<file path="src/rtl/MSX.sv">
// Shared firmware-store types and constants for the MSX slot subsystem.
package MSX;

  // One firmware-store descriptor as produced by the firmware-config parser.
  typedef struct packed {
    logic [7:0]  block_count;       // image size in blocks, 0 = entry empty
    logic [27:0] store_address;     // DDR3 staging byte address
    logic [7:0]  sram_block_count;  // consumed by the SRAM allocator only
  } fw_rom_t;

  localparam int unsigned FW_BLOCK_SHIFT = 14;
  localparam logic [26:0] FW_RAM_BASE    = 27'h0100000;

  typedef enum logic [2:0] {
    ST_IDLE,
    ST_SCAN,
    ST_RD_REQ,
    ST_RD_WAIT,
    ST_WR_REQ,
    ST_WR_WAIT,
    ST_NEXT,
    ST_DONE
  } fw_load_state_t;

endpackage

</file>
<file path="src/rtl/ddr3_byte_reader.sv">
// Single-byte DDR3 read handshake: issues a one-cycle rd strobe while the
// port is idle and flags the first idle cycle afterwards as data-valid.
module ddr3_byte_reader #(
  parameter int unsigned ADDR_W = 28,
  parameter int unsigned DATA_W = 8
) (
  input  logic              clk,
  input  logic              reset,
  input  logic              start,
  input  logic [ADDR_W-1:0] addr,
  output logic              issue,
  output logic              valid,
  output logic [DATA_W-1:0] data,
  output logic [ADDR_W-1:0] ddr3_addr,
  output logic              ddr3_rd,
  input  logic              ddr3_ready,
  input  logic [DATA_W-1:0] ddr3_dout
);

  logic pending;

  assign issue = start && !pending && ddr3_ready && !ddr3_rd;
  assign valid = pending && ddr3_ready && !ddr3_rd;
  assign data  = ddr3_dout;

  // Strobe/address register and outstanding-read flag.
  always_ff @(posedge clk or posedge reset) begin
    if (reset) begin
      pending   <= 1'b0;
      ddr3_rd   <= 1'b0;
      ddr3_addr <= '0;
    end else begin
      ddr3_rd <= issue;
      if (issue) begin
        ddr3_addr <= addr;
        pending   <= 1'b1;
      end else if (valid) begin
        pending <= 1'b0;
      end
    end
  end

endmodule

</file>
<file path="src/rtl/fw_rom_loader.sv">
// Copies every populated firmware image from DDR3 staging into slot RAM on
// each update request and publishes the per-entry RAM base addresses.
module fw_rom_loader
  import MSX::*;
#(
  parameter int unsigned MAX_FW_ROM  = 8,
  parameter logic [26:0] RAM_BASE    = FW_RAM_BASE,
  parameter int unsigned BLOCK_SHIFT = FW_BLOCK_SHIFT
) (
  input  logic                  clk,
  input  logic                  reset,
  input  logic                  update_request,
  output logic                  update_ack,
  input  fw_rom_t               fw_store [MAX_FW_ROM],
  output logic [27:0]           ddr3_addr,
  output logic                  ddr3_rd,
  output logic                  ddr3_request,
  input  logic                  ddr3_ready,
  input  logic [7:0]            ddr3_dout,
  output logic [26:0]           ram_addr,
  output logic [7:0]            ram_din,
  output logic                  ram_we,
  input  logic                  ram_ready,
  output logic [26:0]           fw_ram_base [MAX_FW_ROM],
  output logic [MAX_FW_ROM-1:0] fw_ram_valid,
  output logic                  busy
);

  localparam int unsigned IDX_W = (MAX_FW_ROM > 1) ? $clog2(MAX_FW_ROM) : 1;

  fw_load_state_t   state, state_nxt;
  logic [IDX_W-1:0] idx;
  logic [26:0]      alloc;
  logic [27:0]      src;
  logic [21:0]      len;
  logic [21:0]      cnt;
  logic             armed;

  logic [21:0]      scan_len;
  logic [27:0]      alloc_end;
  logic             scan_load;
  logic             last_idx;
  logic             start;
  logic             rd_issue;
  logic             rd_valid;
  logic [7:0]       rd_data;
  logic             wr_issue;
  logic             wr_done;
  logic             last_byte;
  logic             sram_unused;

  assign scan_len  = 22'(fw_store[idx].block_count) << BLOCK_SHIFT;
  assign alloc_end = {1'b0, alloc} + {6'b0, scan_len};
  // Empty entries and images that would run past the top of slot RAM are skipped.
  assign scan_load = (fw_store[idx].block_count != '0) && (alloc_end <= 28'h8000000);
  assign last_idx  = (idx == IDX_W'(MAX_FW_ROM - 1));
  assign start     = (state == ST_IDLE) && update_request && armed;
  assign wr_issue  = (state == ST_WR_REQ) && ram_ready;
  assign wr_done   = (state == ST_WR_WAIT) && ram_ready && !ram_we;
  assign last_byte = ((cnt + 22'd1) == len);

  assign ddr3_request = (state != ST_IDLE) && (state != ST_DONE);

  // sram_block_count belongs to the SRAM allocator; folded here only so it is read.
  always_comb begin
    sram_unused = 1'b0;
    for (int unsigned i = 0; i < MAX_FW_ROM; i++) begin
      sram_unused = sram_unused ^ (^fw_store[i].sram_block_count);
    end
  end

  ddr3_byte_reader #(
    .ADDR_W (28),
    .DATA_W (8)
  ) u_reader (
    .clk        (clk),
    .reset      (reset),
    .start      (state == ST_RD_REQ),
    .addr       (src + {6'b0, cnt}),
    .issue      (rd_issue),
    .valid      (rd_valid),
    .data       (rd_data),
    .ddr3_addr  (ddr3_addr),
    .ddr3_rd    (ddr3_rd),
    .ddr3_ready (ddr3_ready),
    .ddr3_dout  (ddr3_dout)
  );

  // State register.
  always_ff @(posedge clk or posedge reset) begin
    if (reset) begin
      state <= ST_IDLE;
    end else begin
      state <= state_nxt;
    end
  end

  // Next-state logic. Skipped entries advance straight from SCAN so an empty
  // table costs one cycle per entry; NEXT is only visited after a copy.
  always_comb begin
    state_nxt = state;
    unique case (state)
      ST_IDLE:    if (start) state_nxt = ST_SCAN;
      ST_SCAN: begin
        if (scan_load)     state_nxt = ST_RD_REQ;
        else if (last_idx) state_nxt = ST_DONE;
      end
      ST_RD_REQ:  if (rd_issue) state_nxt = ST_RD_WAIT;
      ST_RD_WAIT: if (rd_valid) state_nxt = ST_WR_REQ;
      ST_WR_REQ:  if (ram_ready) state_nxt = ST_WR_WAIT;
      ST_WR_WAIT: if (wr_done) state_nxt = last_byte ? ST_NEXT : ST_RD_REQ;
      ST_NEXT:    state_nxt = last_idx ? ST_DONE : ST_SCAN;
      ST_DONE:    state_nxt = ST_IDLE;
      default:    state_nxt = ST_IDLE;
    endcase
  end

  // Pass bookkeeping, descriptor capture, RAM write port and published results.
  always_ff @(posedge clk or posedge reset) begin
    if (reset) begin
      update_ack   <= 1'b0;
      busy         <= 1'b0;
      armed        <= 1'b1;
      idx          <= '0;
      alloc        <= '0;
      src          <= '0;
      len          <= '0;
      cnt          <= '0;
      ram_addr     <= '0;
      ram_din      <= '0;
      ram_we       <= 1'b0;
      fw_ram_valid <= '0;
      for (int unsigned i = 0; i < MAX_FW_ROM; i++) begin
        fw_ram_base[i] <= '0;
      end
    end else begin
      update_ack <= (state == ST_DONE);
      ram_we     <= wr_issue;

      if ((state == ST_IDLE) && !update_request) begin
        armed <= 1'b1;
      end

      if (start) begin
        fw_ram_valid <= '0;
        idx          <= '0;
        alloc        <= RAM_BASE;
        busy         <= 1'b1;
        armed        <= 1'b0;
      end

      if (state == ST_SCAN) begin
        if (scan_load) begin
          src              <= fw_store[idx].store_address;
          len              <= scan_len;
          cnt              <= '0;
          fw_ram_base[idx] <= alloc;
        end else if (!last_idx) begin
          idx <= idx + 1'b1;
        end
      end

      if ((state == ST_RD_WAIT) && rd_valid) begin
        ram_din <= rd_data;
      end

      if (wr_issue) begin
        ram_addr <= alloc + 27'(cnt);
      end

      if (wr_done) begin
        cnt <= cnt + 22'd1;
        if (last_byte) begin
          fw_ram_valid[idx] <= 1'b1;
          alloc             <= alloc + 27'(len);
        end
      end

      if ((state == ST_NEXT) && !last_idx) begin
        idx <= idx + 1'b1;
      end

      if (state == ST_DONE) begin
        busy <= 1'b0;
      end
    end
  end

endmodule
</file>
<file path="config.mk">
export PLATFORM = sky130hd
export DESIGN_NAME = fw_rom_loader
export DESIGN_NICKNAME = d
export VERILOG_FILES = /design/src/rtl/MSX.sv /design/src/rtl/ddr3_byte_reader.sv /design/src/rtl/fw_rom_loader.sv
export SDC_FILE = /design/constraint.sdc
export NUM_CORES = 1
export LEC_CHECK = 0
export CAP_MARGIN = 20
export CELL_PAD_IN_SITES_DETAIL_PLACEMENT = 0
export CELL_PAD_IN_SITES_GLOBAL_PLACEMENT = 1
export CORE_AREA = 2 2 259 261
export CTS_BUF_LIST = sky130_fd_sc_hd__clkbuf_8
export DETAILED_ROUTE_END_ITERATION = 8
export DIE_AREA = 0 0 261 263
export HOLD_SLACK_MARGIN = 0.03
export PLACE_DENSITY = 0.73
export SLEW_MARGIN = 5
export SYNTH_ARGS = -nofsm -noshare
export SYNTH_HDL_FRONTEND = slang
export SYNTH_SLANG_ARGS = --single-unit
</file>
<file path="constraint.sdc">
create_clock -name clk -period 35.2 [get_ports clk]
set_input_delay 5.28 -clock clk [delete_from_list [all_inputs] [get_ports clk]]
set_output_delay 5.28 -clock clk [all_outputs]
set_load 0.005 [all_outputs]
</file>
==> impl_metrics.py <==
metrics = {
    "timing": {
        "period_share_pct": 29.91,
        "fmax_mhz": 94.99,
        "final.min_clock_period_ps": 10530,
        "finClkSkew_ps": 33.28,
        "slew_headroom_pct": 27.75,
        "worst_slew_pin_slew_ps": 1084,
        "setup_viol": 0,
        "fin_setup_tns_ps": 0,
        "rsz0062_at_grt": "false",
        "hold_viol_final": 0,
        "hold_ws_ps": 470.2,
        "slew_viol_final": 0,
    },
    "place": {
        "hpwl_um": 68320,
        "port_buffers": 592,
        "place_congestion": 1.094,
    },
    "setup_path": {
        "worstPathMaxFanout": 29,
        "cp-end-kind": "flop",
        "timing_worst_setup_path_type": "input pin to flop",
        "reg2reg_slack_ps": 28740,
        "r2r_start": "idx[2]$_DFF_PP0_",
        "worstPathRequired_ps": 35720,
        "r2r_end": "fw_ram_base[169]$_DFFE_PP0P_",
        "cp-start-kind": "input pin",
        "setup.worst_path.start": "fw_store[344]",
        "arrival_ps": 11050,
        "r2r_cells": 16,
        "crit_path_end": "fw_ram_base[169]$_DFFE_PP0P_",
    },
    "routing": {
        "finalWirelength_um": 89620,
        "drtIter0Drc": 1338,
        "first_pass_iters": 5,
        "drc": 0,
        "vias": 17315,
        "avgViaCountPerCell": 5.219,
        "antenna_left": 0,
        "wl_per_cell_um": 27.01,
    },
    "global_route": {
        "antenna_found_initial": 4,
        "grt_max_degree": 122,
        "grt_usage_pct": 26.01,
        "grt_overflow_total": 0,
        "grt_pass1_wl_um": 129600,
        "grt_pass1_vias": 17690,
    },
    "synth": {
        "synth_top_cell_area_share_pct": 47.25,
        "yosysMostFrequentCell": "dfrtp_1",
        "ys_seq_area_share_pct": 47.38,
        "synthFlopType": "dfrtp_1",
        "synth-edff-count": 0,
        "ys_top_cells_by_count": "dfrtp_1, nand2_1, o21ai_0",
        "synth_cell_types": 82,
        "synth_top_cell_by_area": "dfrtp_1",
        "netlist_area_um2": 20280,
        "ys_warn_count": 0,
        "ys_seq_elements": 384,
        "ys_async_sr_fraction_pct": 100.0,
        "synth_top_cells_by_area": "dfrtp_1, mux2_1, mux2_2",
        "syn_nets": 2263,
        "synth.avg_cell_area_um2": 11.08,
        "synth_cells": 1830,
    },
    "pwr": {
        "power_density_nw_per_um2": 56.75,
        "p_int_mw": 1.000,
        "power_mw": 1.611,
        "clkPwrFrac_pct": 29.4,
        "leakage_nw": 12.87,
        "power.switching_mw": 0.6108,
        "seqPwrFrac_pct": 34.9,
        "peakVddDrop_uv": 34.01,
        "sw_frac_of_total_pct": 37.91,
        "combPwrFrac_pct": 35.7,
    },
    "clock_network": {
        "post_cts_buffers": 0,
        "postCtsHoldBufs": 0,
        "clkTransAtPathRegs_ps": 50,
        "ctsResizeCount": 0,
        "h-tree-depth": 3,
        "cts_buffer_depth": 3,
        "cts_root_buf": "clkbuf_8",
        "clock_sinks": 384,
        "cts_buffers": 73,
        "insertion_delay_ps": 680,
        "cts_tree": "done",
    },
    "floorplanning": {
        "coreArea_um2": 65630,
        "die_h_um": 263,
        "die_area_um2": 68640,
        "initial_core_util_pct": 30.91,
        "io_pins": 657,
        "row_count": 94,
        "die_w_um": 261,
    },
    "layout": {
        "fillCellCount": 6185,
        "drive_gt1_share_pct": 12.64,
        "area_delta_synth_final_pct": 39.97,
        "nets": 2831,
    },
    "run_status": {
        "status": "complete, no violations",
    },
    "worst_hold_path": {
        "hold_class": "flop to flop",
    },
    "flow_run": {
        "cap_violations": 0,
    },
}
metrics by stage:
stage          area, um^2  setup slack, ps  std cells  utilization, %
2_1_floorplan       20280            19250       1830               -
3_3_place_gp        26830            24020       3187           40.89
3_5_place_dp        26830            23990       3187           40.89
4_1_cts             28390            24680       3317           43.25
5_1_grt             28390            24430       3318           43.26
6_report            28390            24670       3318           43.26
flip-flops by register name, summed over array words and instances (netlist names), 3 cells and up:
name,cells
alloc,27
cnt,22
fw_ram_base,216
fw_ram_valid,8
idx,3
len,8
ram_addr,27
ram_din,8
src,28
state,3
u_reader.ddr3_addr,28
cells in the final DEF (no fill, tap or decap), types with 5 or more instances in the layout:
| cell type | instances |
|---|---|
| o21bai_1 | 6 |
| or2_2 | 10 |
| bufinv_16 | 5 |
| o21a_1 | 8 |
| o211ai_1 | 5 |
| a31oi_1 | 40 |
| mux2i_1 | 20 |
| o31ai_1 | 11 |
| nand2b_1 | 15 |
| xor2_1 | 34 |
| ha_1 | 64 |
| nor4_1 | 12 |
| nand2_1 | 146 |
| nand2_8 | 7 |
| mux2_4 | 40 |
| and3_1 | 9 |
| a21o_1 | 38 |
| a21oi_1 | 70 |
| a221oi_1 | 39 |
| nor2_1 | 60 |
| a211oi_1 | 10 |
| mux2_2 | 87 |
| a22oi_1 | 43 |
| xnor2_1 | 35 |
| inv_1 | 72 |
| and2_1 | 21 |
| or3_1 | 10 |
| clkdlybuf4s50_1 | 592 |
| mux2_1 | 101 |
| dfrtp_1 | 382 |
| clkinv_2 | 10 |
| clkbuf_8 | 85 |
| o21ai_0 | 129 |
| nor3_1 | 15 |
| nor2b_1 | 9 |
| nand3_1 | 53 |
| buf_4 | 20 |
| a22o_1 | 37 |
| nand4_1 | 8 |
logic make-up after synthesis:
logic type	share of synthesized area [%]
adder cells (fa/ha/maj)	4.343
flip-flops	47.38
multiplexers	14.83
AO/OA/AOI/OAI	15.64
AND/OR/NAND/NOR	10.68
XOR/XNOR	2.979
buffers and inverters	4.145
power groups by stage:
stage / clock, mW / sequential [mW] / combinational [mW]
finish: 0.474 / 0.563 / 0.575
CTS: 0.486 / 0.563 / 0.580
global route: 0.507 / 0.570 / 0.623
detailed placement: 0 / 0.570 / 0.577
floorplan: 0 / 0.538 / 0.341
global placement: 0 / 0.567 / 0.571
how the worst min path moves through the flow:
stage	start	depth (start not counted)	to	slack (ps)
2_1_floorplan	src[0]$_DFFE_PP0P_	1	src[0]$_DFFE_PP0P_	460
3_3_place_gp	u_reader.ddr3_addr[10]$_DFFE_PP0P_	2	u_reader.ddr3_addr[10]$_DFFE_PP0P_	460
3_5_place_dp	u_reader.ddr3_addr[10]$_DFFE_PP0P_	2	u_reader.ddr3_addr[10]$_DFFE_PP0P_	460
4_1_cts	u_reader.ddr3_addr[10]$_DFFE_PP0P_	2	u_reader.ddr3_addr[10]$_DFFE_PP0P_	470
5_1_grt	ram_addr[23]$_DFFE_PP0P_	2	ram_addr[23]$_DFFE_PP0P_	490
6_report	u_reader.ddr3_addr[10]$_DFFE_PP0P_	2	u_reader.ddr3_addr[10]$_DFFE_PP0P_	470
cell type report:
type	instances	area (um^2)	area share, %
inverters	52	202.7	0.7140
repair buffers	612	6076	21.40
clock buffers	85	1170	4.121
clock inverters	45	382.9	1.349
well taps	864	1081	3.808
diodes	1	2.502	0.008814
multi-input cells	1275	9863	34.74
flip-flops and latches	384	9612	33.86
critical path, cell delays in order:
cell and delay [ps]:
clkdlybuf4s50_1 400, nor3b_1 140, a311o_1 360, a22oi_1 600, inv_1 100, ha_1 230
fa_1 440, a21o_1 210, a21oi_2 140, xnor2_1 90, a2111oi_2 350, nand4_1 170
a21oi_2 450, and2_4 750, nand2_2 700, mux2_2 510
routing by layer:
metal / part of all wire (%) / GRT usage (%)
met1: 45 / 35.38
met2: 47 / 42.28
met4: 1.8 / 5.313
met3: 6.0 / 5.931
met5: 0 / 0
Power figures use the tool's default switching activity.
